`config.mk`:
```
export PLATFORM = sky130hd
export DESIGN_NAME = ins_fetch_queue
export DESIGN_NICKNAME = d
export VERILOG_FILES = /design/src/rtl/ins_fetch_queue.sv
export SDC_FILE = /design/constraint.sdc
export NUM_CORES = 1
export LEC_CHECK = 0
export CAP_MARGIN = 20
export CORE_UTILIZATION = 54
export DETAILED_ROUTE_END_ITERATION = 6
export PLACE_DENSITY = 0.76
export SLEW_MARGIN = 10
export SYNTH_ARGS = -nofsm -noshare
export SYNTH_HDL_FRONTEND = slang
export SYNTH_SLANG_ARGS = --single-unit
```
`constraint.sdc`:
```
create_clock -name clk -period 6.2 [get_ports clk]
set_input_delay 1.24 -clock clk [delete_from_list [all_inputs] [get_ports clk]]
set_output_delay 1.24 -clock clk [all_outputs]
set_load 0.02 [all_outputs]
```
`src/rtl/ins_fetch_queue.sv`:
```
// Instruction staging queue in front of the dispatcher: FIFO, held output register, program tracking.
// Optional per-opcode statistics are compiled in when INS_FETCH_STAT_EN is defined.
module ins_fetch_queue #(
    parameter int unsigned DEPTH  = 16,
    parameter int unsigned INST_W = 64
) (
    input  logic              clk,
    input  logic              rst,
    input  logic              host_valid,
    output logic              host_ready,
    input  logic [INST_W-1:0] host_data,
    input  logic              host_last,
    output logic              ins_valid,
    input  logic              ins_ready,
    output logic [INST_W-1:0] ins,
    input  logic              working,
    output logic              busy,
    output logic              prog_done,
    output logic [15:0]       ins_count,
    output logic [15:0]       cnt_load,
    output logic [15:0]       cnt_calc,
    output logic [15:0]       cnt_save,
    output logic [15:0]       cnt_conf
);

    localparam int unsigned AW = $clog2(DEPTH);
    localparam int unsigned CW = AW + 1;

    typedef enum logic [1:0] {IDLE, RUN, DRAIN, DONE} state_t;

    logic [INST_W:0]   mem_q [DEPTH];
    logic [AW-1:0]     wr_ptr_q, rd_ptr_q;
    logic [CW-1:0]     fifo_cnt_q, fifo_cnt_d, occ;
    logic              out_valid_q, out_last_q;
    logic [INST_W-1:0] out_data_q;
    state_t            state_q, state_d;
    logic              seen_zero_q, seen_zero_d;
    logic              prog_done_q, prog_done_d;
    logic [15:0]       ins_count_q, ins_count_d;
    logic              push, hs, issue_en, load;

    // Occupancy includes the presented entry, so DEPTH bounds the whole queue.
    assign occ        = fifo_cnt_q + CW'(out_valid_q);
    assign host_ready = (occ < CW'(DEPTH));
    assign push       = host_valid && host_ready;
    assign hs         = out_valid_q && ins_ready;
    // The last handshake of a program must not pull in the next program's head.
    assign issue_en   = ((state_q == IDLE) || (state_q == RUN)) && !(hs && out_last_q);
    assign load       = issue_en && (fifo_cnt_q != '0) && (!out_valid_q || hs);
    assign fifo_cnt_d = fifo_cnt_q + CW'(push) - CW'(load);

    always_ff @(posedge clk) begin
        if (push) begin
            mem_q[wr_ptr_q] <= {host_last, host_data};
        end
    end

    always_ff @(posedge clk) begin
        if (rst) begin
            wr_ptr_q    <= '0;
            rd_ptr_q    <= '0;
            fifo_cnt_q  <= '0;
            out_valid_q <= 1'b0;
            out_last_q  <= 1'b0;
            out_data_q  <= '0;
        end else begin
            fifo_cnt_q <= fifo_cnt_d;
            if (push) begin
                wr_ptr_q <= wr_ptr_q + AW'(1);
            end
            if (load) begin
                rd_ptr_q                  <= rd_ptr_q + AW'(1);
                out_valid_q               <= 1'b1;
                {out_last_q, out_data_q}  <= mem_q[rd_ptr_q];
            end else if (hs) begin
                out_valid_q <= 1'b0;
            end
        end
    end

    always_ff @(posedge clk) begin
        if (rst) begin
            state_q     <= IDLE;
            seen_zero_q <= 1'b0;
            prog_done_q <= 1'b0;
            ins_count_q <= '0;
        end else begin
            state_q     <= state_d;
            seen_zero_q <= seen_zero_d;
            prog_done_q <= prog_done_d;
            ins_count_q <= ins_count_d;
        end
    end

    always_comb begin
        state_d     = state_q;
        seen_zero_d = 1'b0;
        prog_done_d = 1'b0;
        ins_count_d = ins_count_q;
        unique case (state_q)
            IDLE: begin
                if (hs) begin
                    ins_count_d = 16'd1;
                    state_d     = out_last_q ? DRAIN : RUN;
                end
            end
            RUN: begin
                if (hs) begin
                    ins_count_d = ins_count_q + 16'd1;
                    if (out_last_q) begin
                        state_d = DRAIN;
                    end
                end
            end
            DRAIN: begin
                // Two idle samples in a row absorb the dispatcher's registered lag.
                if (!working) begin
                    if (seen_zero_q) begin
                        state_d = DONE;
                    end else begin
                        seen_zero_d = 1'b1;
                    end
                end
            end
            DONE: begin
                state_d     = IDLE;
                prog_done_d = 1'b1;
            end
            default: state_d = IDLE;
        endcase
    end

    assign ins_valid = out_valid_q;
    assign ins       = out_data_q;
    assign prog_done = prog_done_q;
    assign ins_count = ins_count_q;
    assign busy      = (state_q != IDLE) || (fifo_cnt_q != '0) || out_valid_q;

`ifdef INS_FETCH_STAT_EN
    logic [15:0] stat_q [4];
    logic [1:0]  op;

    assign op = out_data_q[INST_W-1 -: 2];

    always_ff @(posedge clk) begin
        if (rst) begin
            for (int unsigned i = 0; i < 4; i++) begin
                stat_q[i] <= '0;
            end
        end else if (hs) begin
            for (int unsigned i = 0; i < 4; i++) begin
                if (2'(i) == op) begin
                    if (state_q == IDLE) begin
                        stat_q[i] <= 16'd1;
                    end else if (stat_q[i] != '1) begin
                        stat_q[i] <= stat_q[i] + 16'd1;
                    end
                end else if (state_q == IDLE) begin
                    stat_q[i] <= '0;
                end
            end
        end
    end

    assign cnt_load = stat_q[0];
    assign cnt_calc = stat_q[1];
    assign cnt_save = stat_q[2];
    assign cnt_conf = stat_q[3];
`else
    assign cnt_load = '0;
    assign cnt_calc = '0;
    assign cnt_save = '0;
    assign cnt_conf = '0;
`endif

endmodule

```
Yosys cells after proc, flatten, opt, wreduce, memory -nomap -nowiden
Memories as Yosys holds them, arrays and structs flattened. A register that Yosys moved wholly into a read port is not among the register bits.
Cells that the tools add are included.

word-level totals
  bits in writable memories = 1040
  input port bits = 70
  flip-flop bits (word level) = 34
  word-level logic and storage cells = 61
  output and inout port bits = 148
  memories = 1

memory list
  memory  depth  bits a word  rd ports  clocked after Yosys merged registers in  wr ports  RTL line  text
  mem_q   16     65           1         1                                        1         31        logic [INST_W:0] mem_q [DEPTH];

operators by class
  muxes and demuxes = 16
  equal/unequal tests = 8
  bitwise logic cells = 1
  $add $sub $neg = 6
  reductions and logical operators = 20
  order comparisons = 1

operator list
  operator               number
  $mux 16                2
  $pmux 16 s2            1
  $add 16x1->16 const B  1
  $mux 2                 6
  $add 5x1->5            2
  $ne 2x2->1 const B     5
  $add 4x1->4 const B    2
  $pmux 2 s4             1
  $logic_and 1x1->1      6
  $mux 1                 6
  $reduce_bool 2->1      3
  $lt 5x5->1 const B     1
  $reduce_and 5->1       1
  $reduce_bool 5->1      1
  $sub 5x1->5            1
  $eq 2x2->1 const B     2
  $logic_or 1x1->1       4
  $reduce_and 3->1       1
  $reduce_or 3->1        1
  $eq 2x1->1 const B     1
  $logic_not 1->1        2
  $logic_not 2->1        1
  $not 1->1              1

Logic depth before layout (Yosys ltp)
Gate-level depths: netlist (run 1).

  depth after elaboration = 7
  gate-level depth with buffers = 13
  depth with buffers taken out = 13

Worst setup path before layout (run 1)
Ideal clock, no wire load.

  path kind = input-to-reg
  from = input port host_valid
  to = memory mem_q[3][0] (netlist bit) (enable)
  arrival = 6.093 ns
  library setup time = 0.568 ns
  stages = 3
  path slack = -0.461 ns
  data required time = 5.632 ns
  buffers on the path = 1
  cells stage by stage = clkbuf_1 -> nand3_1 -> nor3_1

on the way
  longest elaborated chain between the ends = 3

ends and longest elaborated chain
  item                          RTL line  text
  start, declared               9         input logic host_valid,
  $logic_and 1x1->1             45        assign push = host_valid && host_ready;
  $mux 1                        53        if (push) begin
  $mux 1 (implied by the code)  54        mem_q[wr_ptr_q] <= {host_last, host_data};
  end, declared                 31

Every way passes these cells.

Worst setup path in the final report (run 1)
  from = register out_valid_q, in the netlist ins_valid
  to = output port host_ready

on the way
  longest elaborated chain between the ends = 2

ends and longest elaborated chain
  item                    RTL line  text
  start, declared         34        logic out_valid_q, out_last_q;
  start signal, assigned  63        out_valid_q <= 1'b0;
  start signal, assigned  73        out_valid_q <= 1'b1;
  start signal, assigned  76        out_valid_q <= 1'b0;
  $add 5x1->5             43        assign occ = fifo_cnt_q + CW'(out_valid_q);
  $lt 5x5->1              44        assign host_ready = (occ < CW'(DEPTH));
  end, declared           10        output logic host_ready,

Every way passes these cells.

==> results of run 1 <==
[state kept, by name, indices dropped and copies added, names as in the netlist, 2 cells and up]
register / flops
ins_count: 16
fifo_cnt_q: 5
ins: 64
mem_q: 1040
wr_ptr_q: 4
state_q: 2
rd_ptr_q: 4
[how the worst min path moves through the flow]
| stage | slack [ps] | to | start |
|---|---|---|---|
| floorplan | 400 | seen_zero_q | seen_zero_q |
| global placement | 410 | seen_zero_q | seen_zero_q |
| finish | 440 | seen_zero_q | seen_zero_q |
| CTS | 440 | seen_zero_q | seen_zero_q |
| global route | 470 | seen_zero_q | seen_zero_q |
| detailed placement | 440 | seen_zero_q | seen_zero_q |
[cell usage after synthesis, types with 15 or more instances]
master | number | area, sq um
buf_2 | 40 | 200.2
mux4_2 | 260 | 5856
nor2_1 | 100 | 375.4
a221o_1 | 65 | 650.6
buf_1 | 23 | 86.33
buf_4 | 64 | 480.5
nand3_1 | 15 | 75.07
mux2_2 | 68 | 765.7
dfxtp_1 | 99 | 1982
ha_1 | 18 | 225.2
mux2i_1 | 67 | 670.6
inv_1 | 17 | 63.81
edfxtp_1 | 1040 | 31230
clkbuf_1 | 32 | 120.1
[kinds of logic after synthesis]
| family | synth area share |
|---|---|
| flip-flops | 0.7623 |
| multiplexers | 0.1674 |
| buffers and inverters | 0.02381 |
| AND/OR/NAND/NOR | 0.01726 |
| AO/OA/AOI/OAI | 0.02073 |
| adder cells (fa/ha/maj) | 0.005629 |
| XOR/XNOR | 0.002814 |
| other | 0.00008607 |
[critical path, cell delays in order, from the launching register on]
cell             delay (ps)
dfxtp_1                 570
nand4_1                 170
xnor2_1                 400
clkinv_1                350
clkdlybuf4s50_1         650
[where the power goes]
group          leakage (nW)  internal [mW]  switching [mW]  total, mW
sequential             10.2           8.79           0.333       9.12
clock                  1.70           3.73            2.69       6.42
combinational          3.55           2.18            2.25       4.43
total                  15.4           14.7            5.27       20.0
[routing by layer]
layer	wire length (microns)	vias up	track usage
met1	35820	10900	0.3088
met5	45	-	0
met4	1798	8	0.06110
met3	6052	124	0.03102
li1	-	8643	-
met2	45460	870	0.3719
[metrics by stage]
stage               setup WS [ps]  cells  cell area [sq um]  total power, mW  utilization
detailed placement           2024   3155              46330            13.72       0.5836
global route                 2017   3358              49820            20.70       0.6276
global placement             2022   3154              46310            13.61       0.5833
finish                       2181   3358              49820            19.97       0.6276
floorplan                    1281   2085              43820            12.31            -
CTS                          2188   3356              49820            20.11       0.6275
[final cells by class]
cell class                 count  area, sq um
inverter                      19        71.32
multi-input combinational    761         9704
timing repair buffer         186         2017
sequential                  1139        33220
fill                        5140        29560
clock buffer                 149         3020
antenna                        2        5.005
clock inverter                52        467.9
tap                         1050         1314
==> out/qor.yml, run 1 <==
status:
  outcome: "complete, no violations"
worst_setup_path:
  critPathArrivalTime_ps: 2780
  worst_r2r_path_depth: 12
  endpoint: "host_ready"
  startpoint_type: "flop"
  path_class: "flop to primary output"
  end_kind: "primary output"
  worstPathMaxFanout: 12
  regToRegEndpoint: "fifo_cnt_q[4]"
  r2r_start: "ins_valid"
  critical_path_required_ps: 4960
  r2r_setup_slack_ps: 2930
  startpoint: "ins_valid"
clocking:
  cts_sinks: 1139
  cts_hold_buffers: 0
  insertion_delay_ps: 650
  path_clk_slew_ps: 60
  cts_resized: 0
  postCtsSetupBuffers: 0
  tritoncts: "yes"
  cts_max_level: 3
  root_buffer: "clkbuf_16"
  cts_buffer_depth: 3
  numCtsBuffers: 107
floorplanning:
  die_h_microns: 286.0
  ios: 218
  initial_utilization: 0.5488
  dieArea_sq_um: 81820
  num_rows: 103
  die-width_microns: 286.0
  fp.coreArea_sq_um: 79390
pwr:
  peakVddDrop_mv: 0.3271
  p_leak_nw: 15.45
  power_density_nw_per_um2: 400.8
logic_synthesis:
  yosysWarnings: 0
  syn_area_per_cell_sq_um: 21.55
  ys.flop_type: "edfxtp_1"
  synth_edf_count: 1040
  synthCells: 2022
  ys_seq_area_frac: 0.7623
  synthDistinctLibCells: 52
  async_flop_share: 0
  synth_area_sq_um: 43570
  ys_seq_elements: 1139
global_route:
  grt_pass1_wl_microns: 134300
  grt_pass1_vias: 21410
  track_usage: 0.2221
  overflow: 0
  antenna_found_initial: 6
  grt_max_degree: 138
routing:
  viasPerCell: 6.117
  drt_iter0_drc: 1733
  drc_errors: 0
  dr_total_vias: 20540
  routedWlPerCell_microns: 26.56
  wl_microns: 89180
  ant_nets: 0
  dr.pass1.iters: 7
sta:
  hold_violations: 0
  min_period_over_period: 0.6483
  whs_ps: 439.6
  slew_viol_final: 0
  setup_violations: 0
  fin_skew_ps: 16.38
  rsz0062_at_grt: "false"
  tightest_slew_ps: 1189
  setup_tns_ps: 0
  fin_crit_ps: 4019
  fmax_mhz: 248.8
  slew-limit-headroom: 0.2075
flow_run:
  drv_cap: 0
cells_and_area:
  layout_commonest_cell: "edfxtp_1"
  drive_gt1_frac: 0.2368
  synthToLayoutAreaGrowth_pct: 14.36
  final_cell_mix: "edfxtp_1 (1,040), mux4_2 (260), clkdlybuf4s50_1 (153)"
  fin_nets: 2303
placement:
  gp_congestion: 0.7959
  port_buffers: 153
  post-dp-hpwl_microns: 44610
worst_hold_path:
  min_path_type: "flop to flop"
  whs_path_depth: 1
No activity file was read; power rests on OpenSTA's default activity.
==> inputs of run 2 (changes only) <==
clock period = 3.6 ns   (was 6.2 ns; I/O delays follow)
==> run 2 against run 1 <==
- die area unchanged
- sequential power up 72%
- worst hold slack worse by 13 ps
- sequential share of layout area down 0.65 points
- non-clock buffer count up 21
- global-route usage up 0.76 points
==> out/qor.yml, run 2 (synthesized netlist as in run 1, its figures left out) <==
routing:
  viasPerCell: 6.140  # was 6.117
  drt_iter0_drc: 2131  # was 1,733
  dr_total_vias: 20740  # was 20,540
  ant_nets: 0  # unchanged
  dr.pass1.iters: 5  # was 7
  wl_microns: 92200  # was 89,180 microns
  routedWlPerCell_microns: 27.29  # was 26.56 microns
  drc_errors: 0  # unchanged
pwr:
  p_switching_mw: 9.248  # was 5.271 mW
  p_leak_nw: 15.70  # was 15.45 nW
  pwr-share-seq: 0.449  # was 0.457
  total_power_mw: 35.02  # was 19.97 mW
  peakVddDrop_mv: 0.4356  # was 0.3271 mV
  switching_share: 0.2641  # was 0.2639
  clkPwrFrac: 0.329  # was 0.321
  combPwrFrac: 0.222  # about the same
  power_density_nw_per_um2: 695.9  # was 400.8 nW/um^2
  p_int_mw: 25.77  # was 14.70 mW
clocking:
  postCtsSetupBuffers: 0  # unchanged
  numCtsBuffers: 107  # unchanged
  cts_resized: 0  # unchanged
  cts_sinks: 1139  # unchanged
  path_clk_slew_ps: 70  # was 60 ps
  root_buffer: "clkbuf_16"  # unchanged
  cts_buffer_depth: 3  # unchanged
  cts_hold_buffers: 0  # unchanged
  insertion_delay_ps: 660  # was 650 ps
  tritoncts: "yes"  # unchanged
  cts_max_level: 3  # unchanged
cells_and_area:
  design_area_sq_um: 50320  # was 49,820 sq um
  fin_cells: 3378  # was 3,358
  fin_nets: 2324  # was 2,303
  largest_reg_flops: 1040  # unchanged
  drive_gt1_frac: 0.2482  # was 0.2368
  layout_commonest_cell: "edfxtp_1"  # unchanged
  synthToLayoutAreaGrowth_pct: 15.49  # was 14.36%
  fillers: 5039  # was 5,140
  final_cell_mix: "edfxtp_1 (1,040), mux4_2 (260), clkdlybuf4s50_1 (153)"  # unchanged
  largest-register: "mem_q"  # unchanged
  postLayoutCoreUtil: 0.6338  # was 0.6276
worst_setup_path:
  critical_path_required_ps: 2880  # was 4960 ps
  critPathArrivalTime_ps: 2600  # was 2780 ps
  startpoint_type: "flop"  # unchanged
  end_kind: "primary output"  # unchanged
  path_class: "flop to primary output"  # unchanged
  worstPathMaxFanout: 8  # was 12
  worst_r2r_path_depth: 13  # was 12
flow_run:
  drv_cap: 0  # unchanged
sta:
  slew-limit-headroom: 0.2248  # was 0.2075
  setup_violations: 0  # unchanged
  fin_crit_ps: 3318
  min_period_over_period: 0.9218
  fmax_mhz: 301.4
  tightest_slew_ps: 1163  # was 1189 ps
  setup_tns_ps: 0  # unchanged
  whs_ps: 427.1  # was 439.6 ps
  fin_skew_ps: 20.27  # was 16.38 ps
  hold_violations: 0  # unchanged
  fin_ws_ps: 281.7  # was 2181 ps
  rsz0062_at_grt: "false"  # unchanged
  slew_viol_final: 0  # unchanged
placement:
  gp_congestion: 0.7622  # was 0.7959
  dpl.cell_count: 3176  # was 3,155
  port_buffers: 153  # unchanged
  post-place-ws_ps: 256.1  # was 2024 ps
  post-dp-hpwl_microns: 45920  # was 44,610 microns
  dpl_cell_area_sq_um: 46640  # was 46,330 sq um
global_route:
  track_usage: 0.2297  # was 0.2221
  grt_pass1_wl_microns: 138300  # was 134,300 microns
  grt_max_degree: 77  # was 138
  overflow: 0  # unchanged
  antenna_found_initial: 8  # was 6
  grt_pass1_vias: 21720  # was 21,410
worst_hold_path:
  min_path_type: "flop to flop"  # unchanged
  whs_path_depth: 1  # unchanged
status:
  outcome: "complete, no violations"  # unchanged
floorplanning:
  dieArea_sq_um: 81820  # unchanged
  die-width_microns: 286.0  # unchanged
  fp.coreArea_sq_um: 79390  # unchanged
  ios: 218  # unchanged
  initial_utilization: 0.5488  # unchanged
  die_h_microns: 286.0  # unchanged
  num_rows: 103  # unchanged
## run 2: path summary, 6_finish.rpt
path                 start  slack (ps)       endpoint
min reg2reg    seen_zero_q         430    seen_zero_q
min            seen_zero_q         430    seen_zero_q
max reg2reg  fifo_cnt_q[3]         570  fifo_cnt_q[4]
max          fifo_cnt_q[3]         280     host_ready
## run 2: layout make-up
| cell class | count | area, sq um | share of cell area |
|---|---|---|---|
| Antenna cell | 3 | 7.507 | 0.0001492 |
| Sequential cell | 1139 | 33220 | 0.6603 |
| Multi-Input combinational cell | 761 | 9704 | 0.1929 |
| Clock buffer | 154 | 3129 | 0.06219 |
| Tap cell | 1050 | 1314 | 0.02611 |
| Clock inverter | 45 | 541.8 | 0.01077 |
| Timing Repair Buffer | 207 | 2325 | 0.04620 |
| Inverter | 19 | 71.32 | 0.001417 |
## run 2: metal layers
| layer | wire, microns | up-vias | track usage |
|---|---|---|---|
| li1 | - | 8688 | - |
| met2 | 47080 | 920 | 0.3837 |
| met5 | 52 | - | 0 |
| met4 | 1768 | 8 | 0.06631 |
| met1 | 36290 | 11010 | 0.3168 |
| met3 | 7014 | 121 | 0.03501 |
## run 2: worst max-delay path, cell delays in order (launching register included)
cell and delay (ps):
dfxtp_1 370, ha_1 160, nand4_1 130, xnor2_1 320
clkinv_1 310, clkdlybuf4s50_1 660
## run 2: power groups by stage
stage               logic (mW)  clock network (mW)  registers (mW)
finish                    7.76                11.5            15.7
global placement          7.55                   0            16.0
global route              8.30                12.2            15.8
CTS                       7.85                11.7            15.7
detailed placement        7.75                   0            16.0
floorplan                 5.08                   0            16.1
